**config.mk**
```make
export PLATFORM = sky130hd
export DESIGN_NAME = irq_controller_flat
export DESIGN_NICKNAME = d
export VERILOG_FILES = /design/src/rtl/irq_controller_if.sv /design/src/rtl/irq_controller.sv /design/src/flat_wrapper.sv
export SDC_FILE = /design/constraint.sdc
export NUM_CORES = 1
export LEC_CHECK = 0
export BUFFER_PORTS_ARGS = -buffer_cell sky130_fd_sc_hd__buf_2
export CAP_MARGIN = 20
export CELL_PAD_IN_SITES_DETAIL_PLACEMENT = 1
export CELL_PAD_IN_SITES_GLOBAL_PLACEMENT = 1
export CORE_AREA = 4 4 60 62
export DETAILED_ROUTE_END_ITERATION = 10
export DIE_AREA = 0 0 64 66
export GPL_ROUTABILITY_DRIVEN = 0
export PLACE_DENSITY = 0.73
export SYNTH_ARGS = -nofsm -noshare
export SYNTH_HDL_FRONTEND = slang
export SYNTH_SLANG_ARGS = --single-unit
```
**constraint.sdc**
```tcl
create_clock -name clk -period 1.6 [get_ports clk]
set_input_delay 0.08 -clock clk [delete_from_list [all_inputs] [get_ports clk]]
set_output_delay 0.08 -clock clk [all_outputs]
set_load 0.02 [all_outputs]
```
**src/rtl/irq_controller_if.sv**
```systemverilog
// Handshake and configuration bundle between the interrupt controller and the CPU/source side.
// The master drives requests, mask writes and ack/eoi; the slave (controller) drives the outputs.
interface irq_controller_if #(
    parameter int N_IRQ = 8
);
    logic [N_IRQ-1:0] irq_in;
    logic             mask_we;
    logic [N_IRQ-1:0] mask_wdata;
    logic             irq_ack;
    logic             irq_eoi;
    logic             irq_req;
    logic [2:0]       irq_vector;
    logic [N_IRQ-1:0] pending;
    logic             in_service;

    modport master (
        output irq_in,
        output mask_we,
        output mask_wdata,
        output irq_ack,
        output irq_eoi,
        input  irq_req,
        input  irq_vector,
        input  pending,
        input  in_service
    );

    modport slave (
        input  irq_in,
        input  mask_we,
        input  mask_wdata,
        input  irq_ack,
        input  irq_eoi,
        output irq_req,
        output irq_vector,
        output pending,
        output in_service
    );
endinterface

```
**src/rtl/irq_controller.sv**
```systemverilog
// Eight-line edge-capturing interrupt controller with mask, fixed priority and ack/eoi handshake.
// Optional IRQ_SYNC_EN inserts a two-flop synchronizer ahead of edge detection.
module irq_controller #(
    parameter int         N_IRQ    = 8,
    parameter logic [7:0] MASK_RST = 8'hFF
) (
    input  logic          clk,
    input  logic          reset,
    irq_controller_if.slave bus
);

    typedef enum logic [1:0] {
        IDLE    = 2'd0,
        REQUEST = 2'd1,
        SERVICE = 2'd2
    } state_t;

    state_t           state_q;
    state_t           state_d;
    logic [N_IRQ-1:0] irq_src;
    logic [N_IRQ-1:0] irq_d;
    logic [N_IRQ-1:0] irq_edge;
    logic [N_IRQ-1:0] mask_q;
    logic [N_IRQ-1:0] pending_q;
    logic [N_IRQ-1:0] pending_d;
    logic [N_IRQ-1:0] eligible;
    logic [N_IRQ-1:0] clear_vec;
    logic [2:0]       vector_q;
    logic [2:0]       vector_d;
    logic [2:0]       winner;
    logic             winner_valid;
    logic             ack_accept;
    logic             eoi_accept;

`ifdef IRQ_SYNC_EN
    // Buttons and switches may feed irq_in directly, so bring them into the clk domain first.
    logic [N_IRQ-1:0] sync_1;
    logic [N_IRQ-1:0] sync_2;

    always_ff @(posedge clk or negedge reset) begin
        if (!reset) begin
            sync_1 <= '0;
            sync_2 <= '0;
        end else begin
            sync_1 <= bus.irq_in;
            sync_2 <= sync_1;
        end
    end

    assign irq_src = sync_2;
`else
    assign irq_src = bus.irq_in;
`endif

    // irq_d resets low so a line already high at reset release produces one edge.
    always_ff @(posedge clk or negedge reset) begin
        if (!reset) begin
            irq_d <= '0;
        end else begin
            irq_d <= irq_src;
        end
    end

    assign irq_edge = irq_src & ~irq_d;

    always_ff @(posedge clk or negedge reset) begin
        if (!reset) begin
            mask_q <= MASK_RST;
        end else if (bus.mask_we) begin
            mask_q <= bus.mask_wdata;
        end
    end

    assign eligible   = pending_q & mask_q;
    assign ack_accept = (state_q == REQUEST) && bus.irq_ack;
    assign eoi_accept = (state_q == SERVICE) && bus.irq_eoi;

    // Lowest index wins: scan from the top so the last hit is the smallest set bit.
    always_comb begin
        winner_valid = 1'b0;
        winner       = 3'd0;
        for (int i = N_IRQ - 1; i >= 0; i--) begin
            if (eligible[i]) begin
                winner_valid = 1'b1;
                winner       = 3'(i);
            end
        end
    end

    always_comb begin
        clear_vec = '0;
        if (ack_accept) begin
            clear_vec[vector_q] = 1'b1;
        end
    end

    // A fresh edge in the same cycle as the clearing ack keeps the bit pending.
    assign pending_d = (pending_q & ~clear_vec) | irq_edge;

    always_ff @(posedge clk or negedge reset) begin
        if (!reset) begin
            pending_q <= '0;
        end else begin
            pending_q <= pending_d;
        end
    end

    always_ff @(posedge clk or negedge reset) begin
        if (!reset) begin
            state_q  <= IDLE;
            vector_q <= 3'd0;
        end else begin
            state_q  <= state_d;
            vector_q <= vector_d;
        end
    end

    // The vector is latched only when leaving IDLE and stays frozen until the next IDLE.
    always_comb begin
        state_d  = state_q;
        vector_d = vector_q;
        case (state_q)
            IDLE: begin
                if (winner_valid) begin
                    state_d  = REQUEST;
                    vector_d = winner;
                end
            end
            REQUEST: begin
                if (ack_accept) begin
                    state_d = SERVICE;
                end
            end
            SERVICE: begin
                if (eoi_accept) begin
                    state_d = IDLE;
                end
            end
            default: begin
                state_d = IDLE;
            end
        endcase
    end

    assign bus.irq_req    = (state_q == REQUEST);
    assign bus.in_service = (state_q == SERVICE);
    assign bus.irq_vector = vector_q;
    assign bus.pending    = pending_q;

endmodule

```
**src/flat_wrapper.sv**
```systemverilog
// flat-port wrapper written by rule: the top's interface ports become plain ports
module irq_controller_flat 
#(
    parameter int         N_IRQ    = 8,
    parameter logic [7:0] MASK_RST = 8'hFF
)
  (clk, reset, bus_irq_in, bus_mask_we, bus_mask_wdata, bus_irq_ack, bus_irq_eoi, bus_irq_req, bus_irq_vector, bus_pending, bus_in_service);
  irq_controller_if #(.N_IRQ(N_IRQ)) bus_i ();
  input  logic clk;
  input  logic reset;
  input wire logic [$bits(bus_i.irq_in)-1:0] bus_irq_in;
  input wire logic [$bits(bus_i.mask_we)-1:0] bus_mask_we;
  input wire logic [$bits(bus_i.mask_wdata)-1:0] bus_mask_wdata;
  input wire logic [$bits(bus_i.irq_ack)-1:0] bus_irq_ack;
  input wire logic [$bits(bus_i.irq_eoi)-1:0] bus_irq_eoi;
  output wire logic [$bits(bus_i.irq_req)-1:0] bus_irq_req;
  output wire logic [$bits(bus_i.irq_vector)-1:0] bus_irq_vector;
  output wire logic [$bits(bus_i.pending)-1:0] bus_pending;
  output wire logic [$bits(bus_i.in_service)-1:0] bus_in_service;
  assign bus_i.irq_in = bus_irq_in;
  assign bus_i.mask_we = bus_mask_we;
  assign bus_i.mask_wdata = bus_mask_wdata;
  assign bus_i.irq_ack = bus_irq_ack;
  assign bus_i.irq_eoi = bus_irq_eoi;
  assign bus_irq_req = bus_i.irq_req;
  assign bus_irq_vector = bus_i.irq_vector;
  assign bus_pending = bus_i.pending;
  assign bus_in_service = bus_i.in_service;
  irq_controller #(.N_IRQ(N_IRQ), .MASK_RST(MASK_RST)) u_core (.clk(clk), .reset(reset), .bus(bus_i));
endmodule
```
==> out/qor.yml <==
gr-total-overflow: 0
ir_worst_vdd_uv: 647
p_sw_w: 0.000874
numPortBuffers: 33
wl_mm: 2.81
synth-seq-cells: 29
path_class: "reg2reg"
hp-class: "in2reg"
p_int_w: 0.00144
synth_nets: 118
syn2layout_area_growth_pct: 39.2
power.density_nw_per_um2: 1410
clockPowerShare: 0.187
startpoint_type: "flop"
finClkSkew_ns: 0.00643
cts_tree: "done"
arrival_ns: 1.60
cts_resized: 0
yosysSeqAreaShare: 0.627
rows: 20
synth_area_per_cell_um2: 12.1
outcome: "complete, no violations"
io-pin-count: 34
grt_setup_unrepaired: "false"
gr-usage-met2: 0.267
final-setup-viol-count: 0
max_freq_mhz: 718
maxCapViolCount: 0
p_leak_nw: 0.720
grt_pass1_wl_mm: 4.83
placedInstanceArea_um2: 1390
pwr-share-seq: 0.478
path_clk_slew_ns: 0.09
cts.sinks: 29
async_flop_share: 1.00
maxSlewViolCount: 0
root_buffer: "clkbuf_4"
antenna_found_initial: 0
syn_inst: 97
post-cts-setup-buffers: 0
drive_above_1_share: 0.394
synth_area_um2: 1170
end_kind: "flop"
grt_use_met1: 0.168
tightest_slew_ns: 0.609
core_area_um2: 3030
ctsHtreeMaxLevel: 2
sw_frac_of_total: 0.378
crit_fanout: 4
busiest_layer: "met2"
grt_max_degree: 30
track_usage: 0.153
ys_types: 26
synth_edf_count: 0
hold_viol: 0
num-nets-final: 176
fillers: 327
via_count: 944
holdBufCountCts: 19
p_comb_frac: 0.336
slew-limit-headroom: 0.594
dpl.hpwl_mm: 2.02
die_x_um: 64
num_antenna_cells: 0
dieArea_um2: 4220
first_global_vias: 1104
synth_flop_cell: "dfrtp_1"
use_met3: 0.0408
via_per_inst: 4.74
tns_ns: 0
initial_core_util: 0.388
design_area_um2: 1630
clk_latency_ns: 0.31
fp.dieH_um: 66
firstDrtPassIters: 4
cts.path.max_buffers: 2
dr.first_iter.drc_count: 4
wl_per_cell_um: 14.1
cp.required_ns: 1.81
period_minus_slack_ns: 1.39
yosysWarnings: 0
numCtsBuffers: 5
drc: 0
post-route-period-util: 0.870
ant_nets: 0
## metrics by stage
step,worst slack (ns),cells,total power (W),util,hold slack [ns]
finish,0.207,199,0.00231,0.540,0.156
global route,0.101,199,0.00249,0.540,0.128
CTS,0.214,199,0.00234,0.540,0.141
detailed placement,0.219,173,0.00186,0.459,0.126
global placement,0.254,173,0.00184,0.459,0.134
floorplan,0.246,97,0.00156,-,-0.216
## path summary, 6_finish.rpt
path,startpoint,end,slack [ns],cells after the start
setup / recovery,u_core.bus.pending[1]$_DFF_PN0_,u_core.bus.irq_vector[0]$_DFFE_PN0P_,0.21,4
hold / removal,bus_mask_we,u_core.mask_q[0]$_DFFE_PN1P_,0.16,2
setup reg to reg,u_core.bus.pending[1]$_DFF_PN0_,u_core.bus.irq_vector[0]$_DFFE_PN0P_,0.21,4
hold reg to reg,u_core.irq_d[4]$_DFF_PN0_,u_core.bus.pending[4]$_DFF_PN0_,0.41,1
max in group asynchronous,reset,u_core.irq_d[0]$_DFF_PN0_,0.89,2
min in group asynchronous,reset,u_core.bus.pending[7]$_DFF_PN0_,0.31,2
## cell type report
cell class	count	area, um2	area share
clock buffer	7	55.1	0.0337
inverter	10	37.5	0.0230
multi-input combinational	57	395	0.242
sequential	29	736	0.450
tap	44	55.1	0.0337
timing repair buffer	52	355	0.217
## registers in the layout, indices dropped and copies added, names as in the netlist
register / cells
u_core.bus.pending: 8
u_core.state_q: 2
u_core.irq_d: 8
u_core.mask_q: 8
u_core.bus.irq_vector: 3
## layout by cell type, fill, tap and decap left out, types with 4 or more instances in the layout
| cell | netlist | routed |
|---|---|---|
| nand2_1 | 6 | 6 |
| dfstp_2 | 8 | 8 |
| clkbuf_4 | 0 | 5 |
| o21ai_0 | 4 | 4 |
| dlygate4sd3_1 | 0 | 19 |
| dfrtp_1 | 21 | 21 |
| mux2_2 | 8 | 8 |
| o21ai_1 | 12 | 12 |
| a21oi_1 | 4 | 4 |
| buf_2 | 1 | 33 |
| inv_1 | 10 | 10 |
| nand2b_1 | 4 | 4 |
## logic make-up after synthesis
| logic type | count (synthesis) | synth area share |
|---|---|---|
| AND/OR/NAND/NOR | 17 | 0.0778 |
| flip-flops | 29 | 0.627 |
| multiplexers | 9 | 0.0864 |
| buffers and inverters | 11 | 0.0362 |
| AO/OA/AOI/OAI | 31 | 0.173 |
## power groups by stage
stage	Combinational [W]	Clock, W	Sequential [W]
2_1_floorplan	0.000380	0	0.00118
3_3_place_gp	0.000733	0	0.00110
3_5_place_dp	0.000746	0	0.00112
4_1_cts	0.000783	0.000454	0.00111
5_1_grt	0.000861	0.000493	0.00114
6_report	0.000775	0.000432	0.00110
## critical path: stages, from the launching register on
cell     delay (ns)
dfrtp_1        0.44
a22oi_1        0.28
nand2_2        0.11
o21ai_2        0.14
mux2_1         0.33
## metal layers
layer / part of all wire / routed length, um
met1: 0.41 / 1140
met2: 0.52 / 1460
met3: 0.059 / 165
met4: 0.017 / 48
met5: 0 / 0
## cell usage after synthesis (all sizes together) (2+ instances only)
cell | number | area (um2)
dfrtp | 21 | 526
mux2 | 9 | 101
dfstp | 8 | 210
o31ai | 2 | 20.0
a22oi | 4 | 40.0
a32oi | 2 | 17.5
nand2b | 4 | 25.0
nand2 | 7 | 28.8
a21oi | 4 | 20.0
o21ai | 17 | 88.8
inv | 10 | 37.5
Note: power is estimated with default switching activity, not from simulation.
